`config.mk`:
```
export PLATFORM = sky130hd
export DESIGN_NAME = klingon_seg_encoder
export DESIGN_NICKNAME = d
export VERILOG_FILES = /design/src/rtl/klingon_seg_encoder.sv
export SDC_FILE = /design/constraint.sdc
export NUM_CORES = 1
export LEC_CHECK = 0
export CAP_MARGIN = 20
export CELL_PAD_IN_SITES_DETAIL_PLACEMENT = 0
export CELL_PAD_IN_SITES_GLOBAL_PLACEMENT = 1
export CORE_ASPECT_RATIO = 1.2
export CORE_MARGIN = 2
export CORE_UTILIZATION = 42
export CTS_CLUSTER_SIZE = 20
export DETAILED_ROUTE_END_ITERATION = 10
export GPL_TIMING_DRIVEN = 0
export PLACE_DENSITY_LB_ADDON = 0.3
export SLEW_MARGIN = 30
export SYNTH_ARGS = -nofsm -noshare
export SYNTH_HDL_FRONTEND = slang
export SYNTH_SLANG_ARGS = --single-unit
```
`constraint.sdc`:
```
create_clock -name clk -period 2.19 [get_ports clk]
set_input_delay 0.438 -clock clk [delete_from_list [all_inputs] [get_ports clk]]
set_output_delay 0.438 -clock clk [all_outputs]
set_load 0.05 [all_outputs]
```
`src/rtl/klingon_seg_encoder.sv`:
```
// Seven-segment pattern recovery: debounces the segment lines, decodes a stable
// pattern to a hex digit and hands it to the consumer over a valid/ready handshake.
module klingon_seg_encoder #(
  parameter int STABLE_CYCLES = 4
) (
  input  logic       clk,
  input  logic       rst_n,
  input  logic       A,
  input  logic       B,
  input  logic       C,
  input  logic       D,
  input  logic       E,
  input  logic       F,
  input  logic       G,
  input  logic       ready,
  output logic [3:0] O,
  output logic       valid,
  output logic       err
);

  localparam logic [3:0] CNT_MAX = 4'(STABLE_CYCLES);

  typedef enum logic [1:0] {
    SETTLE = 2'd0,
    STABLE = 2'd1,
    OUT    = 2'd2
  } state_t;

  state_t     state, state_nxt;
  logic [6:0] pat_in;
  logic [6:0] samp_p0;
  logic [3:0] cnt_p0;
  logic [3:0] cnt_nxt;
  logic [6:0] last_pat, last_pat_nxt;
  logic       changed;
  logic       accept;
  logic       load_out;
  logic [4:0] dec;

  // {hit, value}; hit=0 means the pattern is not a legal digit
  function automatic logic [4:0] seg_decode(input logic [6:0] p);
    case (p)
      7'h7E:   seg_decode = {1'b1, 4'd0};
      7'h30:   seg_decode = {1'b1, 4'd1};
      7'h6D:   seg_decode = {1'b1, 4'd2};
      7'h79:   seg_decode = {1'b1, 4'd3};
      7'h33:   seg_decode = {1'b1, 4'd4};
      7'h5B:   seg_decode = {1'b1, 4'd5};
      7'h5F:   seg_decode = {1'b1, 4'd6};
      7'h70:   seg_decode = {1'b1, 4'd7};
      7'h7F:   seg_decode = {1'b1, 4'd8};
      7'h7B:   seg_decode = {1'b1, 4'd9};
      7'h77:   seg_decode = {1'b1, 4'd10};
      7'h1F:   seg_decode = {1'b1, 4'd11};
      7'h4E:   seg_decode = {1'b1, 4'd12};
      7'h3D:   seg_decode = {1'b1, 4'd13};
      7'h4F:   seg_decode = {1'b1, 4'd14};
      7'h47:   seg_decode = {1'b1, 4'd15};
      default: seg_decode = 5'd0;
    endcase
  endfunction

  assign pat_in  = {A, B, C, D, E, F, G};
  assign changed = (pat_in != samp_p0);
  assign accept  = (cnt_p0 == CNT_MAX);
  assign dec     = seg_decode(samp_p0);
  assign valid   = (state == OUT);
  assign cnt_nxt = changed ? 4'd1 : (accept ? cnt_p0 : cnt_p0 + 4'd1);

  always_comb begin
    state_nxt    = state;
    last_pat_nxt = last_pat;
    load_out     = 1'b0;
    case (state)
      SETTLE: begin
        if (accept) begin
          // BLANK and repeats both leave last_pat equal to the accepted sample
          last_pat_nxt = samp_p0;
          if (samp_p0 != 7'd0 && samp_p0 != last_pat) begin
            state_nxt = OUT;
            load_out  = 1'b1;
          end else begin
            state_nxt = changed ? SETTLE : STABLE;
          end
        end
      end
      STABLE: begin
        if (changed) state_nxt = SETTLE;
      end
      OUT: begin
        if (ready) state_nxt = (pat_in != last_pat) ? SETTLE : STABLE;
      end
      default: state_nxt = SETTLE;
    endcase
  end

  // Sample/counter stage and result registers
  always_ff @(posedge clk) begin
    if (!rst_n) begin
      state    <= SETTLE;
      cnt_p0   <= 4'd0;
      samp_p0  <= 7'd0;
      last_pat <= 7'd0;
      O        <= 4'd0;
      err      <= 1'b0;
    end else begin
      state    <= state_nxt;
      cnt_p0   <= cnt_nxt;
      samp_p0  <= pat_in;
      last_pat <= last_pat_nxt;
      if (load_out) begin
        O   <= dec[4] ? dec[3:0] : 4'd0;
        err <= ~dec[4];
      end
    end
  end

endmodule

```
==> results.json <==
{
  "async_reset_ff_share_pct": 0,
  "grt_overflow_total": 0,
  "cts_tree": "yes",
  "min_period_over_period_pct": 89.34,
  "whs_path_depth": 2,
  "drtIter0Drc": 54,
  "dp_hpwl_um": 2571,
  "ant_nets": 0,
  "finalNetCount": 212,
  "cp-end-kind": "register",
  "setup_viol": 0,
  "yosys_warnings": 0,
  "synth.area.top_cells": "dfxtp_1 33%, xnor2_1 8.2%, a21oi_1 6.3%",
  "min_period_ns": 1.957,
  "cts.path.max_buffers": 2,
  "max_freq_mhz": 511.1,
  "viasPerCell": 5.513,
  "critPathLaunchType": "register",
  "rows": 23,
  "antenna_cells": 0,
  "slew-limit-headroom_pct": 65.40,
  "finalSetupTns_ns": 0,
  "ys.flop_type": "dfxtp_1",
  "worst_r2r_endpoint": "O[2]",
  "clock_latency_ns": 0.28,
  "avgSynthCellArea_um2": 8.327,
  "start_util_pct": 44.52,
  "syn-num-nets": 192,
  "slowest_delay_ns": 0.43,
  "ff_latch_area_um2": 500.5,
  "grt_pass1_vias": 1273,
  "synth_seq_cells": 25,
  "hold_violations": 0,
  "grt_pass1_wl_um": 5947,
  "cts.reportedPaths.clkPinSlew_ns": 0.09,
  "routabilityCongestion": 0.8509,
  "first_pass_iters": 4,
  "synth_commonest_cells": "25 x dfxtp_1, 21 x nand2_1, 19 x a21oi_1, 14 x xnor2_1, 11 x nor2_1",
  "cts.sinks": 25,
  "rsz0062_at_grt": "no",
  "vias": 1301,
  "yosysTopAreaCellShare_pct": 33.39,
  "numCtsBuffers": 3,
  "cts_hold_buffers": 0,
  "synth_cell_types": 44,
  "utilization_pct": 51.69,
  "synth_top_area_cell": "dfxtp_1",
  "synthesis.instances": 180,
  "worstMarginPinSlew_ns": 0.5190,
  "path_buf_inv": 2,
  "min_to": "err",
  "synth-edff-count": 0,
  "drv_cap": 0,
  "rr_worst_depth": 7,
  "drive_gt1_share_pct": 11.06,
  "cts_htree_levels": 1,
  "fill_cells": 331,
  "hold_start": "err",
  "ios": 16,
  "worstPathMaxFanout": 10,
  "cp.required_ns": 2.37,
  "vdd_drop_max_mv": 0.3448,
  "regToRegSetupSlack_ns": 0.23,
  "p_leak_nw": 0.6256,
  "grt_usage_pct": 18.56,
  "synth_most_common_cell": "dfxtp_1",
  "core_area_um2": 3367,
  "area_growth_pct": 16.11,
  "r2r-start": "cnt_p0[0]",
  "arrival_ns": 2.14,
  "multi_input_area_um2": 902.1,
  "setup.worst_path.class": "register to register",
  "drc": 0,
  "dp_cells": 232,
  "instances_no_fill": 236,
  "crit_family": "buffers and inverters",
  "wl_per_cell_um": 14.49,
  "finClkSkew_ns": 0.007701,
  "routed_wl_um": 3420,
  "crit_path_start": "cnt_p0[0]",
  "critical_path.cell_chain": "inv_1 > ha_1 > nand3b_4 > nor3_1 > clkbuf_1 > a21oi_1 > a311oi_1",
  "crit_slowest_cell": "clkbuf_1",
  "power_density_nw_per_um2": 511.4,
  "dieArea_um2": 4065,
  "grt_max_degree": 15,
  "port_buffers": 15,
  "p_total_w": 0.0008900,
  "ys_seq_area_share_pct": 33.39,
  "synth_area_um2": 1499,
  "min_path_type": "register to register",
  "antenna_found_initial": 0,
  "die_width_um": 58.54,
  "die_h_um": 69.44,
  "cts_root_buf": "clkbuf_8",
  "drv_slew": 0,
  "status": "finished, final reports clean"
}
## stage by stage
stage | setup slack [ns] | hold WS, ns | instance area (um2)
3_3_place_gp | 0.2222 | 0.4590 | 1695
5_1_grt | 0.01969 | 0.5096 | 1740
4_1_cts | 0.2081 | 0.4703 | 1740
3_5_place_dp | 0.2266 | 0.4580 | 1695
6_report | 0.2334 | 0.4694 | 1740
2_1_floorplan | 0.5745 | 0.4727 | 1499
## timing repair
| item | in CTS | in global routing |
|---|---|---|
| setup buffers | 0 | 0 |
| endpoints found under the setup margin | 1 | 0 |
| gates resized for setup | 1 | 0 |
## layout make-up
type	count	share of cell area, %
inverters	4	0.8627
multi-input cells	137	51.83
clock buffers	3	2.372
flip-flops and latches	25	28.76
repair buffers	15	8.555
clock inverters	1	0.2876
plain buffers	14	4.673
well taps	37	2.660
## cells in the final DEF (no fill, tap or decap), types with 2 or more instances in the layout
cell              n
and2_1            7
nand4b_1          3
inv_1             4
clkbuf_1          3
a21oi_1          19
nor4_1            2
nor3_1            4
clkdlybuf4s50_1  14
o21ai_0           4
a31oi_1           2
or4b_1            2
buf_2             8
xnor2_1          14
xor2_1            9
nor2_1           11
clkbuf_8          3
nand3_1           7
nand2_1          21
buf_6             2
dfxtp_1          25
nand4_1           5
ha_1              2
a311oi_1          2
and3b_1           2
## power breakdown
| group | internal [W] | total, W | switching [W] |
|---|---|---|---|
| clock | 0.000128 | 0.000288 | 0.000160 |
| combinational | 0.0000612 | 0.000135 | 0.0000736 |
| sequential | 0.000462 | 0.000467 | 0.00000479 |
## layer usage
layer / global-route usage, % / wire, um / vias up / share of wire [%]
li1: - / - / 662 / -
met1: 24.11 / 1564 / 614 / 46
met2: 31.71 / 1739 / 20 / 51
met3: 2.799 / 79 / 5 / 2.3
met4: 4.134 / 36 / 0 / 1.1
met5: 0 / 0 / - / 0
## worst max path at each step
stage          endpoint  slack [ns]  cells after the start
3_3_place_gp   state[0]        0.22                      6
5_1_grt            O[2]        0.02                      7
6_report           O[2]        0.23                      7
4_1_cts            O[2]        0.21                      7
2_1_floorplan      O[1]        0.57                      7
3_5_place_dp   state[0]        0.23                      6
## state kept, by name, summed over array words and instances, names as in the netlist
| name | count |
|---|---|
| O | 4 |
| err | 1 |
| samp_p0 | 7 |
| cnt_p0 | 4 |
| state | 2 |
| last_pat | 7 |
## worst register-to-register path, stage by stage (launching register included)
cell and delay [ns]:
dfxtp_1 0.35, inv_1 0.07, ha_1 0.23, nand3b_4 0.12, nor3_1 0.27, clkbuf_1 0.43, a21oi_1 0.13, a311oi_1 0.27
## kinds of logic (layout without fill, tap and decap cells)
| group | count (synthesis) | after routing | synth area share, % |
|---|---|---|---|
| buffers and inverters | 18 | 37 | 6.427 |
| DFF | 25 | 25 | 33.39 |
| muxes | 1 | 1 | 0.7512 |
| xor gates and xnor gates | 23 | 23 | 13.44 |
| and+or+nand+nor | 74 | 74 | 28.88 |
| AOI/OAI and AO/OA | 37 | 37 | 15.44 |
| adders and majority gates | 2 | 2 | 1.669 |
Note: power is estimated with default switching activity, not from simulation.
